[src/rtl/draw_rect.sv]
// Rectangle plotter: streams one pixel slot per clock for a W x H rectangle, column-major, fill or outline.
// First slot in the cycle after start is accepted; done pulses one cycle after the last slot; start is only heard in IDLE.
module draw_rect #(
    parameter int X_W  = 8,
    parameter int Y_W  = 7,
    parameter int SZ_W = 7,
    parameter int C_W  = 3
) (
    input  logic            clk,
    input  logic            resetn,
    input  logic            start,
    input  logic [X_W-1:0]  x_in,
    input  logic [Y_W-1:0]  y_in,
    input  logic [SZ_W-1:0] w_in,
    input  logic [SZ_W-1:0] h_in,
    input  logic [C_W-1:0]  colour_in,
    input  logic            outline,
    output logic            busy,
    output logic            done,
    output logic            writeEn,
    output logic [X_W-1:0]  x_out,
    output logic [Y_W-1:0]  y_out,
    output logic [C_W-1:0]  colour_out
);

    typedef enum logic [1:0] {S_IDLE, S_DRAW, S_DONE} state_t;

    state_t          state_q, state_d;
    logic [X_W-1:0]  x0_q, x0_d;
    logic [Y_W-1:0]  y0_q, y0_d;
    logic [SZ_W-1:0] w_q, w_d;
    logic [SZ_W-1:0] h_q, h_d;
    logic [C_W-1:0]  col_q, col_d;
    logic            outl_q, outl_d;
    logic [SZ_W-1:0] cx_q, cx_d;
    logic [SZ_W-1:0] cy_q, cy_d;

    logic last_col;
    logic last_row;

    assign last_col = (cx_q == (w_q - SZ_W'(1)));
    assign last_row = (cy_q == (h_q - SZ_W'(1)));

    always_ff @(posedge clk or negedge resetn) begin
        if (!resetn) begin
            state_q <= S_IDLE;
            x0_q    <= '0;
            y0_q    <= '0;
            w_q     <= '0;
            h_q     <= '0;
            col_q   <= '0;
            outl_q  <= 1'b0;
            cx_q    <= '0;
            cy_q    <= '0;
        end else begin
            state_q <= state_d;
            x0_q    <= x0_d;
            y0_q    <= y0_d;
            w_q     <= w_d;
            h_q     <= h_d;
            col_q   <= col_d;
            outl_q  <= outl_d;
            cx_q    <= cx_d;
            cy_q    <= cy_d;
        end
    end

    always_comb begin
        state_d = state_q;
        x0_d    = x0_q;
        y0_d    = y0_q;
        w_d     = w_q;
        h_d     = h_q;
        col_d   = col_q;
        outl_d  = outl_q;
        cx_d    = cx_q;
        cy_d    = cy_q;
        case (state_q)
            S_IDLE: begin
                if (start) begin
                    // Zero-area requests skip straight to the done pulse without touching the latches.
                    if ((w_in != '0) && (h_in != '0)) begin
                        state_d = S_DRAW;
                        x0_d    = x_in;
                        y0_d    = y_in;
                        w_d     = w_in;
                        h_d     = h_in;
                        col_d   = colour_in;
                        outl_d  = outline;
                        cx_d    = '0;
                        cy_d    = '0;
                    end else begin
                        state_d = S_DONE;
                    end
                end
            end
            S_DRAW: begin
                if (last_row) begin
                    cy_d = '0;
                    cx_d = cx_q + SZ_W'(1);
                    if (last_col) begin
                        state_d = S_DONE;
                    end
                end else begin
                    cy_d = cy_q + SZ_W'(1);
                end
            end
            S_DONE:  state_d = S_IDLE;
            default: state_d = S_IDLE;
        endcase
    end

    assign busy       = (state_q == S_DRAW);
    assign done       = (state_q == S_DONE);
    assign writeEn    = busy && (!outl_q || (cx_q == '0) || last_col || (cy_q == '0) || last_row);
    // Coordinates wrap naturally by truncating the sum to the output width.
    assign x_out      = x0_q + X_W'(cx_q);
    assign y_out      = y0_q + Y_W'(cy_q);
    assign colour_out = col_q;

endmodule

[config.mk]
export PLATFORM = sky130hd
export DESIGN_NAME = draw_rect
export DESIGN_NICKNAME = d
export VERILOG_FILES = /design/src/rtl/draw_rect.sv
export SDC_FILE = /design/constraint.sdc
export NUM_CORES = 1
export LEC_CHECK = 0
export CAP_MARGIN = 40
export CORE_ASPECT_RATIO = 1.75
export CORE_MARGIN = 10
export CORE_UTILIZATION = 53
export CTS_CLUSTER_DIAMETER = 80
export DETAILED_ROUTE_END_ITERATION = 16
export PLACE_DENSITY = 0.9
export SYNTH_ARGS = -nofsm -noshare
export SYNTH_HDL_FRONTEND = slang
export SYNTH_SLANG_ARGS = --single-unit
[constraint.sdc]
create_clock -name clk -period 3.1 [get_ports clk]
set_input_delay 0.775 -clock clk [delete_from_list [all_inputs] [get_ports clk]]
set_output_delay 0.775 -clock clk [all_outputs]
set_load 0.02 [all_outputs]
# [After elaboration in Yosys (flattened, before gate mapping)]
# Cells that the tools add are included.
[word_totals] reg_bits=49 in_bits=36 word_cells=51
[op_classes] add_sub_neg=6 eq_ne=8 mux=11 n_reduce_logical=17
[ops] operator="7-bit 2-to-1 mux" n=4
[ops] operator="7-bit case mux with 2 select lines" n=2
[ops] operator="7-bit by 1-bit adder with 7-bit output, second input constant" n=2
[ops] operator="7-bit == test" n=2
[ops] operator="7-bit zero test" n=2
[ops] operator="7-bit nonzero test" n=2
[ops] operator="7-bit by 1-bit subtractor with 7-bit output, second input constant" n=2
[ops] operator="3-bit AND reduction" n=3
[ops] operator="8-bit by 7-bit adder with 8-bit output" n=1
[ops] operator="2-bit 2-to-1 mux" n=4
[ops] operator="7-bit adder" n=1
[ops] operator="1-bit logical OR" n=4
[ops] operator="2-bit by 1-bit != test with 1-bit output, second input constant" n=2
[ops] operator="2-bit != test, second input constant" n=2
[ops] operator="2-bit case mux with 2 select lines" n=1
[ops] operator="4-bit AND reduction" n=1
[ops] operator="2-bit by 1-bit == test with 1-bit output, second input constant" n=1
[ops] operator="2-bit == test, second input constant" n=1
[ops] operator="1-bit logical AND" n=2
[ops] operator="2-bit zero test" n=1
[ops] operator="2-bit nonzero test" n=1
[ops] operator="1-bit zero test" n=1

# [Logic depth before layout (Yosys ltp)]
[logic_depth] ltp_word=6 mapped_depth=9 mapped_depth_nobuf=9

# [Least setup slack after synthesis]
# No wires, ideal clock.
[synth_path] kind="register -> output" from="register h_q[0]" to="output writeEn" arrival_ns=2.007 path_slack_ns=0.318 path_stages_with_launch=7 cell_sequence="dfrtp_1 o31a_1 a2111o_1 a211oi_2 o2111a_1 nor3_1 nor2_1"
[synth_via] elab_chain_cells=4
[synth_rtl] item="start, declared" line="32" rtl="logic [SZ_W-1:0] h_q, h_d;"
[synth_rtl] item="start signal, assigned" line="50" rtl="h_q <= '0;"
[synth_rtl] item="start signal, assigned" line="60" rtl="h_q <= h_d;"
[synth_rtl] item="7-bit by 1-bit subtractor with 7-bit output" line="42" rtl="assign last_row = (cy_q == (h_q - SZ_W'(1)));"
[synth_rtl] item="7-bit == test" line="42"
[synth_rtl] item="1-bit logical OR" line="115" rtl="assign writeEn = busy && (!outl_q || (cx_q == '0) || last_col || (cy_q == '0) || last_row);"
[synth_rtl] item="1-bit logical AND" line="115"
[synth_rtl] item="end, declared" line="20" rtl="output logic writeEn,"
# No other way between the ends.

# [Final worst setup path]
# Ends and elaborated chain as after synthesis.

==> flow_summary.json <==
{
  "status": "finished, final reports clean",
  "start_util_pct": 54.8,
  "grt_pass1_wl_mm": 14.4,
  "cellLeakagePower_nw": 2.02,
  "r2r_cells": 9,
  "grt_max_degree": 34,
  "final_core_util_pct": 74.7,
  "clock_path_buffers": 2,
  "preCtsSetupSlack_ns": -0.0845,
  "die_h_um": 121,
  "numPortBuffers": 56,
  "p_comb_share_pct": 63.7,
  "finalHoldViolCount": 0,
  "p_sw_share_pct": 43.3,
  "fin_cells": 533,
  "p_clk_share_pct": 11.3,
  "setup_slack_ns": 0.0610,
  "synth_top_cell_by_area": "dfrtp_1",
  "die_area_mm2": 0.00940,
  "fin_crit_ns": 3.04,
  "clock_latency_ns": 0.32,
  "worst_pin_slew_ns": 0.665,
  "worstPathArrival_ns": 2.26,
  "synth_area_mm2": 0.00309,
  "yosys.cell_types.count": 45,
  "setup_viol": 0,
  "placed_cells": 518,
  "fin_nets": 513,
  "dp_hpwl_mm": 6.75,
  "postRouteAntennaNets": 0,
  "worstSetupPathType": "flop to output pin",
  "grt-ovfl-total": 0,
  "cts.clk_slew.worst_paths_ns": 0.10,
  "intPower_mw": 2.44,
  "placed_area_mm2": 0.00399,
  "num-fill-cells": 374,
  "yosysWarnings": 0,
  "drtIter0Drc": 240,
  "critPathLaunchType": "flop",
  "cts_tree": "built",
  "hold_path.class": "input port to asynchronous set/reset pin",
  "routed_via_density": 5.81,
  "worstPathMaxFanout": 4,
  "powerDensity_mw_per_mm2": 1020,
  "synth_edf_count": 0,
  "firstDrtPassIters": 5,
  "coreArea_mm2": 0.00563,
  "wl_per_cell_um": 17.4,
  "p_switching_mw": 1.86,
  "relSlewSlack_pct": 55.7,
  "required_ns": 2.32,
  "synthXorXnorAreaFrac_pct": 7.66,
  "synthCells": 359,
  "synth_area_leaders": "dfrtp_1, nand2_1, ha_1",
  "holdWs_ns": 0.423,
  "layout-drive-gt1-share_pct": 18.4,
  "fin_crit_sh_pct": 98.0,
  "tns_ns": 0,
  "syn_avg_cell_area_um2": 8.60,
  "yosysSeqAreaShare_pct": 39.7,
  "p_seq_share_pct": 25.0,
  "grtUsageTotal_pct": 18.7,
  "vias": 3097,
  "hold_buffers": 0,
  "irDropWorstVdd_uv": 736,
  "multiInputGateArea_mm2": 0.00179,
  "std_cell_rows": 36,
  "fin_area_mm2": 0.00421,
  "grt_pass1_vias": 3157,
  "die_x_um": 77.7,
  "fin_skew_ns": 0.0139,
  "route.detailed.drc": 0,
  "ys_ff_latch": 49,
  "maxCapViolCount": 0,
  "cts_root_buf": "clkbuf_8",
  "fmax_ghz": 0.329,
  "htreeDepth": 2,
  "cts.sink_count": 49,
  "syn_to_final_growth_pct": 36.2,
  "endpoint_kind": "output pin",
  "wirelength_mm": 9.30,
  "slew_violations": 0,
  "synth_top_flop_cell": "dfrtp_1",
  "io_pins": 57,
  "antenna_found_initial": 0,
  "netlist.area_leader.share_pct": 39.7,
  "num_antenna_cells": 0,
  "total_power_mw": 4.30,
  "yosys-mux-area-fraction_pct": 2.76,
  "ff_latch_area_mm2": 0.00123,
  "yosys.area_share.simple_pct": 22.7,
  "yosys.area_share.adder_pct": 9.00,
  "gp_congestion": 0.930,
  "synth_top_family_by_area": "simple AND/OR/NAND/NOR gates",
  "cts_inserted_buffers": 5,
  "synth-compound-area-share_pct": 13.4,
  "synth.net_count": 416,
  "synthArstFlopShare_pct": 100
}
-- layer usage --
metal  GRT usage [%]  vias up  part of all wire (%)
met5               0        -                     0
met4            11.5        0                   4.9
met3            2.97       39                   5.1
met2            36.3      134                    56
met1            17.5     1504                    34
li1                -     1420                     -
-- cells in the mapped netlist (8+ instances only) --
library cell and instances:
nand2_1 89, dfrtp_1 49, inv_1 28, xnor2_1 21, ha_1 19, o21ai_0 18
nand3_1 13, a21oi_1 9, clkbuf_1 9, a31oi_1 8, nand2b_1 8, nor2_1 8
nor3_1 8
-- critical path, cell delays in order, from the launching register on --
cell and delay [ns]:
dfrtp_1 0.44, buf_4 0.17, nor4_2 0.31, o211ai_1 0.16, a211oi_2 0.28, o2111a_1 0.23, nor3_1 0.06, nor2_1 0.15
buf_4 0.17
-- placed cells by master, fill, tap and decap left out, types with 2 or more instances in the layout --
cell type,instances
dlymetal6s2s_1,2
clkdlybuf4s50_1,45
clkbuf_8,6
nor2b_1,3
a211oi_2,2
xor2_1,6
nor3b_1,2
a31oi_1,8
a21oi_1,7
nor3_1,6
o211ai_1,3
a21o_1,6
xnor2_1,21
a211oi_1,2
buf_4,48
ha_1,16
a21oi_2,2
mux2i_1,4
nor3_2,2
mux2_2,4
o22ai_1,2
nor4_1,5
nand4_1,2
or4_1,4
or3_1,5
nand3_1,13
dfrtp_1,49
o21ai_0,16
nand2_1,89
nor2_1,7
fa_2,2
o21bai_1,2
dlygate4sd2_1,2
inv_1,27
ha_2,2
nand2b_1,7
clkbuf_2,3
-- power by group through the flow --
stage | Sequential (mW) | Combinational, mW | Clock [mW]
2_1_floorplan | 1.07 | 1.47 | 0
3_3_place_gp | 1.06 | 2.50 | 0
3_5_place_dp | 1.07 | 2.61 | 0
4_1_cts | 1.06 | 2.59 | 0.487
5_1_grt | 1.10 | 2.94 | 0.510
6_report | 1.07 | 2.74 | 0.487
-- sequential cells by signal, indices dropped and copies added, names as in the netlist --
signal      cells
colour_out      3
cy_q            7
h_q             7
outl_q          1
state_q         2
y0_q            7
cx_q            7
x0_q            8
w_q             7
-- final cells by class --
type | count | area share [%]
Clock buffer | 6 | 1.96
Clock inverter | 2 | 0.893
Inverter | 28 | 2.50
Multi-Input combinational cell | 271 | 42.5
Sequential cell | 49 | 29.2
Tap cell | 76 | 2.26
Timing Repair Buffer | 101 | 20.8
-- path summary, 6_finish.rpt --
check	end	startpoint	slack, ns
hold reg to reg	x0_q[6]	x0_q[6]	0.49
setup reg to reg	cx_q[4]	h_q[0]	0.40
min in group clk	x0_q[6]	x0_q[6]	0.49
max in group asynchronous	colour_out[0]	resetn	2.05
setup / recovery	writeEn	h_q[0]	0.06
hold / removal	x0_q[0]	resetn	0.42
-- cell families (layout without fill, tap and decap cells) --
logic type / count (synthesis) / count (layout)
buf+inv: 39 / 137
fa+ha+maj: 21 / 21
flops: 49 / 49
xor+xnor: 27 / 27
simple gates: 153 / 153
compound gates: 62 / 62
mux: 8 / 8
-- repair_timing --
action,in CTS,in global routing
pin swaps,2,14
resized for setup,20,30
setup endpoints to repair,8,8
endpoints found under the hold margin,0,0
setup buffers,0,7
No activity file was read; power rests on OpenSTA's default activity.
